## config.mk

```make
export PLATFORM = sky130hd
export DESIGN_NAME = mb_addr_cfg_ctrl
export DESIGN_NICKNAME = d
export VERILOG_FILES = /design/src/rtl/mb_addr_cfg_ctrl_pkg.sv /design/src/rtl/mb_addr_cfg_ctrl_check.sv /design/src/rtl/mb_addr_cfg_ctrl.sv
export SDC_FILE = /design/constraint.sdc
export NUM_CORES = 1
export LEC_CHECK = 0
export CORE_MARGIN = 4
export CORE_UTILIZATION = 39
export CTS_CLUSTER_DIAMETER = 150
export DETAILED_ROUTE_END_ITERATION = 7
export HOLD_SLACK_MARGIN = 0.15
export PLACE_DENSITY_LB_ADDON = 0.15
export SLEW_MARGIN = 5
export SYNTH_ARGS = -nofsm -noshare
export SYNTH_HDL_FRONTEND = slang
export SYNTH_HIERARCHICAL = 1
export SYNTH_SLANG_ARGS = --single-unit
```

## constraint.sdc

```tcl
create_clock -name clock -period 1.8 [get_ports clock]
set_input_delay 0.36 -clock clock [delete_from_list [all_inputs] [get_ports clock]]
set_output_delay 0.36 -clock clock [all_outputs]
set_load 0.1 [all_outputs]
```

## src/rtl/mb_addr_cfg_ctrl_pkg.sv

```systemverilog
// Shared definitions for the network-address configuration controller:
// controller state encoding, cfg_source codes and address-validation constants.
package mb_addr_pkg;

    typedef enum logic [1:0] {
        WAIT_MCU = 2'd0,
        CHECK    = 2'd1,
        OFFER    = 2'd2,
        READY    = 2'd3
    } state_t;

    localparam logic [1:0] SRC_NONE    = 2'd0;
    localparam logic [1:0] SRC_MCU     = 2'd1;
    localparam logic [1:0] SRC_DEFAULT = 2'd2;
    localparam logic [1:0] SRC_DHCP    = 2'd3;

    localparam logic [31:0] IP_BROADCAST      = 32'hFFFF_FFFF;
    localparam logic [7:0]  IP_LOOPBACK_OCTET = 8'd127;
    localparam int          MAC_MCAST_BIT     = 40;

    // First (most significant) octet of a dotted-quad IPv4 address.
    function automatic logic [7:0] ip_first_octet(input logic [31:0] addr);
        return addr[31:24];
    endfunction

endpackage

```

## src/rtl/mb_addr_cfg_ctrl_check.sv

```systemverilog
// Combinational validator for the MAC and IP handed over by the MCU loader.
// mac_ok : unicast, not all-zero, not all-one.
// ip_zero: address is 0 (caller treats this as "use DHCP", not as an error).
// ip_ok  : usable host address (not 0.x, not loopback, not class D/E/broadcast).
module mb_addr_check
    import mb_addr_pkg::*;
(
    input  logic [47:0] mac,
    input  logic [31:0] ip,
    output logic        mac_ok,
    output logic        ip_zero,
    output logic        ip_ok
);

    logic [7:0] octet_s;

    // Evaluate MAC and IP usability rules.
    always_comb begin
        octet_s = ip_first_octet(ip);
        mac_ok  = (mac != 48'h0) && (mac != {48{1'b1}}) && (mac[MAC_MCAST_BIT] == 1'b0);
        ip_zero = (ip == 32'h0);
        ip_ok   = (octet_s != 8'd0) && (octet_s != IP_LOOPBACK_OCTET) &&
                  (octet_s[7:4] < 4'hE) && (ip != IP_BROADCAST);
    end

endmodule

```

## src/rtl/mb_addr_cfg_ctrl.sv

```systemverilog
// Power-up network-address sequencer: waits for the MCU loader, validates the
// received MAC/IP, falls back to defaults on timeout, offers the result to the
// Ethernet stack over valid/ack, then follows MCU reloads and DHCP leases.
module mb_addr_cfg_ctrl
    import mb_addr_pkg::*;
#(
    parameter int unsigned TIMEOUT_CYCLES = 122880000,
    parameter logic [47:0] DEFAULT_MAC    = 48'h00_1C_C0_A2_22_5D,
    parameter logic [31:0] DEFAULT_IP     = 32'h0
) (
    input  logic        clock,
    input  logic        reset,
    input  logic [47:0] spi_mac,
    input  logic [31:0] spi_ip,
    input  logic        spi_addr_read,
    input  logic [31:0] dhcp_ip,
    input  logic        dhcp_ip_valid,
    input  logic        cfg_ack,
    output logic [47:0] mac,
    output logic [31:0] ip,
    output logic        use_dhcp,
    output logic        cfg_valid,
    output logic [1:0]  cfg_source,
    output logic        mac_rejected,
    output logic        ip_rejected
);

    localparam int unsigned    TW         = $clog2(TIMEOUT_CYCLES);
    localparam logic [TW-1:0]  TIMER_LAST = TW'(TIMEOUT_CYCLES - 32'd1);

    state_t          state_r;
    logic [TW-1:0]   timer_r;
    logic            pending_r;
    logic            prev_r;
    logic            edge_s;
    logic            mac_ok_s;
    logic            ip_zero_s;
    logic            ip_ok_s;

    mb_addr_check u_check (
        .mac     (spi_mac),
        .ip      (spi_ip),
        .mac_ok  (mac_ok_s),
        .ip_zero (ip_zero_s),
        .ip_ok   (ip_ok_s)
    );

    // Rising edge of the sticky loader-done level; prev_r resets low so a level
    // already high at reset release counts as a fresh load.
    always_comb begin
        edge_s = spi_addr_read & ~prev_r;
    end

    // Configuration sequencer with registered outputs.
    always_ff @(posedge clock) begin
        if (reset) begin
            state_r      <= WAIT_MCU;
            timer_r      <= '0;
            pending_r    <= 1'b0;
            prev_r       <= 1'b0;
            mac          <= DEFAULT_MAC;
            ip           <= 32'h0;
            use_dhcp     <= 1'b0;
            cfg_valid    <= 1'b0;
            cfg_source   <= SRC_NONE;
            mac_rejected <= 1'b0;
            ip_rejected  <= 1'b0;
        end else begin
            prev_r <= spi_addr_read;
            case (state_r)
                WAIT_MCU: begin
                    if (timer_r != TIMER_LAST) begin
                        timer_r <= timer_r + TW'(1'b1);
                    end
                    // A loader edge beats a simultaneous timeout.
                    if (edge_s) begin
                        state_r <= CHECK;
                    end else if (timer_r == TIMER_LAST) begin
                        mac          <= DEFAULT_MAC;
                        ip           <= DEFAULT_IP;
                        use_dhcp     <= (DEFAULT_IP == 32'h0);
                        cfg_source   <= SRC_DEFAULT;
                        mac_rejected <= 1'b0;
                        ip_rejected  <= 1'b0;
                        cfg_valid    <= 1'b1;
                        state_r      <= OFFER;
                    end
                end
                CHECK: begin
                    mac          <= mac_ok_s ? spi_mac : DEFAULT_MAC;
                    mac_rejected <= ~mac_ok_s;
                    if (ip_zero_s) begin
                        ip          <= 32'h0;
                        use_dhcp    <= 1'b1;
                        ip_rejected <= 1'b0;
                    end else if (!ip_ok_s) begin
                        ip          <= 32'h0;
                        use_dhcp    <= 1'b1;
                        ip_rejected <= 1'b1;
                    end else begin
                        ip          <= spi_ip;
                        use_dhcp    <= 1'b0;
                        ip_rejected <= 1'b0;
                    end
                    cfg_source <= SRC_MCU;
                    cfg_valid  <= 1'b1;
                    state_r    <= OFFER;
                end
                OFFER: begin
                    // Reloads arriving mid-offer are remembered, DHCP pulses are not.
                    if (edge_s) begin
                        pending_r <= 1'b1;
                    end
                    if (cfg_ack) begin
                        cfg_valid <= 1'b0;
                        state_r   <= READY;
                    end
                end
                READY: begin
                    if (pending_r || edge_s) begin
                        pending_r <= 1'b0;
                        state_r   <= CHECK;
                    end else if (dhcp_ip_valid && use_dhcp) begin
                        // use_dhcp stays set so the stack keeps renewing the lease.
                        ip         <= dhcp_ip;
                        cfg_source <= SRC_DHCP;
                        cfg_valid  <= 1'b1;
                        state_r    <= OFFER;
                    end
                end
                default: begin
                    cfg_valid <= 1'b0;
                    state_r   <= WAIT_MCU;
                end
            endcase
        end
    end

endmodule

```

## Word-level counts from Yosys, hierarchy flattened

Index checks and enable logic that the tools add are counted.
W data, S select, Z words.

| operators by class | value |
|---|---|
| bitwise gates (word level) | 4 |
| reduce and logical (&&, ||, !) cells | 20 |
| equality and inequality tests | 17 |
| muxes and demuxes | 38 |
| order comparisons | 1 |
| add/sub/neg operators | 1 |

Operators with widths:

| cell | number |
|---|---|
| $mux W32 | 6 |
| $mux W48 | 3 |
| $pmux W32 S3 | 1 |
| $pmux W48 S2 | 1 |
| $ne A48 B48 Y1 const B | 1 |
| $reduce_bool A48 Y1 | 1 |
| $logic_not A32 Y1 | 1 |
| $ne A32 B32 Y1 const B | 1 |
| $add A27 B1 Y27 const B | 1 |
| $eq A27 B27 Y1 const B | 1 |
| $ne A27 B27 Y1 const B | 1 |
| $mux W2 | 8 |
| $ne A2 B2 Y1 const B | 7 |
| $mux W1 | 12 |
| $reduce_and A5 Y1 | 2 |
| $reduce_and A3 Y1 | 3 |
| $ne A8 B7 Y1 const B | 1 |
| $pmux W1 S2 | 4 |
| $pmux W2 S4 | 1 |
| $reduce_bool A8 Y1 | 1 |
| $logic_and A1 B1 Y1 | 6 |
| $ne A3 B3 Y1 const B | 2 |
| $pmux W2 S3 | 1 |
| $eq A2 B2 Y1 const B | 2 |
| 10 further kinds | 13 |

| storage, ports and cells | value |
|---|---|
| logic and storage cells | 92 |
| output and inout bits | 86 |
| register bits after elaboration | 117 |
| input port bits | 117 |

## Logic depth before layout (Yosys ltp)

| depth | value |
|---|---|
| word-level depth | 7 |
| gate-level depth with buffers | 9 |
| gate-level depth less buffers | 6 |

## Cells and area by module

Netlist, hierarchy kept.

Modules (own cells, without submodules):

| module | sequential area each (µm²) | area an instance (µm²) | cells each | times used |
|---|---|---|---|---|
| mb_addr_cfg_ctrl | 2342.2 | 4859.7 | 481 | 1 |
| mb_addr_check | 0.0 | 205.2 | 33 | 1 |

## Least setup slack after synthesis

No wires, ideal clock.

| timing path | value |
|---|---|
| path kind | flip-flop to flip-flop |
| start point | register use_dhcp |
| end point | register ip[23] |
| buffers on the path | 2 |
| cell stages (with the launch flop) | 8 |
| slack | -0.369 ns |
| data arrival time | 2.083 ns |
| data required time | 1.714 ns |
| clock period less this slack | 2.169 ns |
| setup time | 0.086 ns |
| cell sequence | dfxtp_1 nand2_1 nor3_1 o31a_1 buf_4 clkbuf_1 a21oi_1 a211oi_1 |

| on the way | value |
|---|---|
| cells in the longest elaborated chain, start to end | 3 |

Ends and longest elaborated chain:

| what | line | source |
|---|---|---|
| start: declaration | mb_addr_cfg_ctrl.sv:21 | `output logic use_dhcp,` |
| start signal: assignment | mb_addr_cfg_ctrl.sv:81 | `use_dhcp <= (DEFAULT_IP == 32'h0);` |
| $logic_and A1 B1 Y1 | mb_addr_cfg_ctrl.sv:123 | `end else if (dhcp_ip_valid && use_dhcp) begin` |
| $ne A2 B2 Y1 (no line) | - |  |
| $reduce_and A5 Y1 (no line) | - |  |
| end signal: assignment | mb_addr_cfg_ctrl.sv:101 | `ip <= spi_ip;` |
| end signal: assignment | mb_addr_cfg_ctrl.sv:125 | `ip <= dhcp_ip;` |
| end: declaration | mb_addr_cfg_ctrl.sv:20 | `output logic [31:0] ip,` |

Every way passes these cells.
A chain may end at the register's enable or synchronous reset.

## Worst setup path after layout

| timing path | value |
|---|---|
| start point | register timer_r[1] |
| end point | register mac_rejected |

| on the way | value |
|---|---|
| cells in the longest elaborated chain, start to end | 3 |

Ends and longest elaborated chain:

| what | line | source |
|---|---|---|
| start: declaration | mb_addr_cfg_ctrl.sv:32 | `logic [TW-1:0] timer_r;` |
| start signal: assignment | mb_addr_cfg_ctrl.sv:73 | `timer_r <= timer_r + TW'(1'b1);` |
| $eq A27 B27 Y1 | mb_addr_cfg_ctrl.sv:78 | `end else if (timer_r == TIMER_LAST) begin` |
| $ne A2 B2 Y1 (no line) | - |  |
| $reduce_and A3 Y1 (no line) | - |  |
| end signal: assignment | mb_addr_cfg_ctrl.sv:91 | `mac_rejected <= ~mac_ok_s;` |
| end: declaration | mb_addr_cfg_ctrl.sv:24 | `output logic mac_rejected,` |

Every way passes these cells.

==> reports/metrics.cfg <==
[synthesis]
syn_inst = 514
synth-warning-count = 6
synth_mux_area_share_pct = 0
synth_compound_area_share_pct = 28.7
synth_edf_count = 0
synth_nets = 632
synth_area_leaders = dfxtp_1 (46%), a22o_1 (6.1%), a22oi_1 (4.7%)
yosysTopAreaCell = dfxtp_1
seq_area_frac_synth_pct = 46.2
synth_adder_area_share_pct = 0.247
synth_xor_area_share_pct = 3.11
synthesis.area_um2 = 5060
async_flop_share_pct = 0
synth_top_area_share_pct = 46.2
syn_area_per_cell_um2 = 9.85
synth_top_family_by_area = compound AO/OA/AOI/OAI gates
synth.distinct_cells = 61
ys.flop_type = dfxtp_1
synth_seq_cells = 117
synthSimpleGateAreaFrac_pct = 16.7

[critical_path]
crit_chain = ha_4, and3_4, nand4_4, nor4_4, buf_4, buf_12, o31ai_4, clkbuf_16, a22o_1
max_stage_delay_ns = 0.36
worst_ep_required_time_ns = 2.16
critical-path-top-delay-family = buffers and inverters
reg2regPathDepth = 9
cp-start-kind = register
critical-path-slowest-cell = o31ai_4
crit_path_max_fanout = 9
critPathKind = reg -> reg
cp.depth = 9
worst_setup_path_end_kind = register
cp.buffers_inverters = 3
crit_arrival_ns = 2.34

[global_route]
grt_pass1_wl_mm = 32.2
antenna_found_initial = 1
met3_usage_pct = 9.47
grt_use_met2_pct = 49.9
overflow = 0
grt_pass1_vias = 6141
grt_busiest_layer = met2
grtUsageMet1_pct = 29.1
track_usage_pct = 28.0
grt_max_degree = 35

[sta]
fmax_ghz = 0.505
fin_skew_ns = 0.00549
fin_crit_sh_pct = 110
tns_ns = -8.74
setup_violations = 71
hold_violations = 0
rsz0062_at_grt = true
tightest_slew_ns = 0.419
maxSlewHeadroom_pct = 72.1
setup_slack_ns = -0.179
period_needed_ns = 1.98
slew_viol_final = 0

[drt]
dr.pass1.iters = 5
ant_nets = 0
wl_per_cell_um = 21.8
num_vias = 5959
vias_per_cell = 5.78
drcViolationCount = 0
drt_iter0_markers = 373
drt-total-wl_mm = 22.5

[pwr]
p_leak_nw = 4.18
ir_worst_vdd_mv = 0.704
p_total_mw = 8.53
powerDensity_nw_per_um2 = 815

[hold_path]
min_path_cells = 3
hold_path.class = in -> reg

[floorplan]
die_h_um = 122
floorplan.initialDensity_pct = 40.0
die_width_um = 122
ios = 203
core_um2 = 12700
rows = 41
die_area_um2 = 14900

[finish]
area_growth_pct = 106
final.fill_count = 699
nets = 966
layout-drive-gt1-share_pct = 45.6
finalNonFillerCells = 1031
fin_util_pct = 82.5
postLayoutCellArea_um2 = 10500

[place]
finalWeightedCongestion = 0.842
portBuffers = 202
hpwl_mm = 14.3
dp_cells = 964
placed_cell_area_um2 = 8960

[status]
violations = setup timing
status = complete, but fails checks

[clock_network]
path_clk_slew_ns = 0.05
tritoncts = yes
clock_latency_ns = 0.41
clockRootBuffer = clkbuf_16
cts_sinks = 117
cts_made_buffers = 17
cts_hold_buf = 0
htreeDepth = 4
cts.path.max_buffers = 2

[run]
max-cap-violations = 0

## routing by layer
layer	part of all wire (%)	up-vias
li1	-	2680
met1	36	2892
met2	51	322
met3	8.8	65
met4	4.2	0
met5	0	-
## path summary, 6_finish.rpt
check / from / endpoint / slack [ns]
worst min register to register: use_dhcp / use_dhcp / 0.51
worst max register to register: timer_r[1] / mac_rejected / -0.18
worst max-delay path: timer_r[1] / mac_rejected / -0.18
worst min-delay path: spi_mac[47] / mac[47] / 0.29
## where the power goes
part | internal [mW] | switching [mW]
clock network | 2.01 | 1.14
registers | 2.72 | 0.151
logic | 1.06 | 1.44
## through the flow
step,setup slack (ns),hold WS (ns)
floorplan,-0.0594,0.461
global placement,-0.692,0.480
detailed placement,-0.721,0.500
CTS,-0.104,0.279
global route,-0.221,0.305
finish,-0.179,0.294
## cells by family after synthesis
logic type / Yosys count
buffers and inverters: 48
AND/OR/NAND/NOR: 140
AO/OA/AOI/OAI: 190
flip-flops: 117
adder cells (fa/ha/maj): 1
XOR/XNOR: 18
## placed cells by master (no fill, tap or decap), drive strengths merged, types with 15 or more instances in the layout
cell type and instances:
nand4 16, dlygate4sd2 55, a211oi 36, buf 235, clkdlybuf4s50 42, o22a 15
clkbuf 27, a22o 35, nand2 19, nor2 30, a21oi 43, dfxtp 117
nor4 26, a22oi 32
## final cells by class
class                      count  area [um^2]  area share (%)
timing repair buffer         353         4300            41.1
multi-input combinational    349         3000            28.7
sequential                   117         2360            22.6
clock buffer                  24          492            4.70
tap                          172          215            2.06
clock inverter                 5         50.0           0.479
inverter                      10         37.5           0.359
antenna                        1         2.50          0.0239
## cell usage after synthesis (all sizes together), types with 8 or more instances
master and instances:
xnor2 8, inv 10, clkbuf 19, buf 19, nand3 14, nor4 26
a21oi 43, nor3 9, nor2 30, a211oi 36, dfxtp 117, a22o 35
nand4 16, o22a 15, nand2 19, xor2 10, a22oi 32
## worst min-delay path: stages
cell,delay (ns)
buf_2,0.11
buf_4,0.10
a22o_1,0.11
## registers in the layout, summed over array words and instances, names as in the netlist
register,cells
mac,48
ip,32
timer_r,27
cfg_source,2
state_r,2
cfg_valid,1
ip_rejected,1
mac_rejected,1
pending_r,1
prev_r,1
use_dhcp,1
## timing repair
action	CTS	global route
resized for setup	172	53
setup buffers	17	11
endpoints found under the hold margin	0	0
pin swaps	51	47
cloned	9	4
setup endpoints to repair	94	106
No activity file was read; power rests on OpenSTA's default activity.
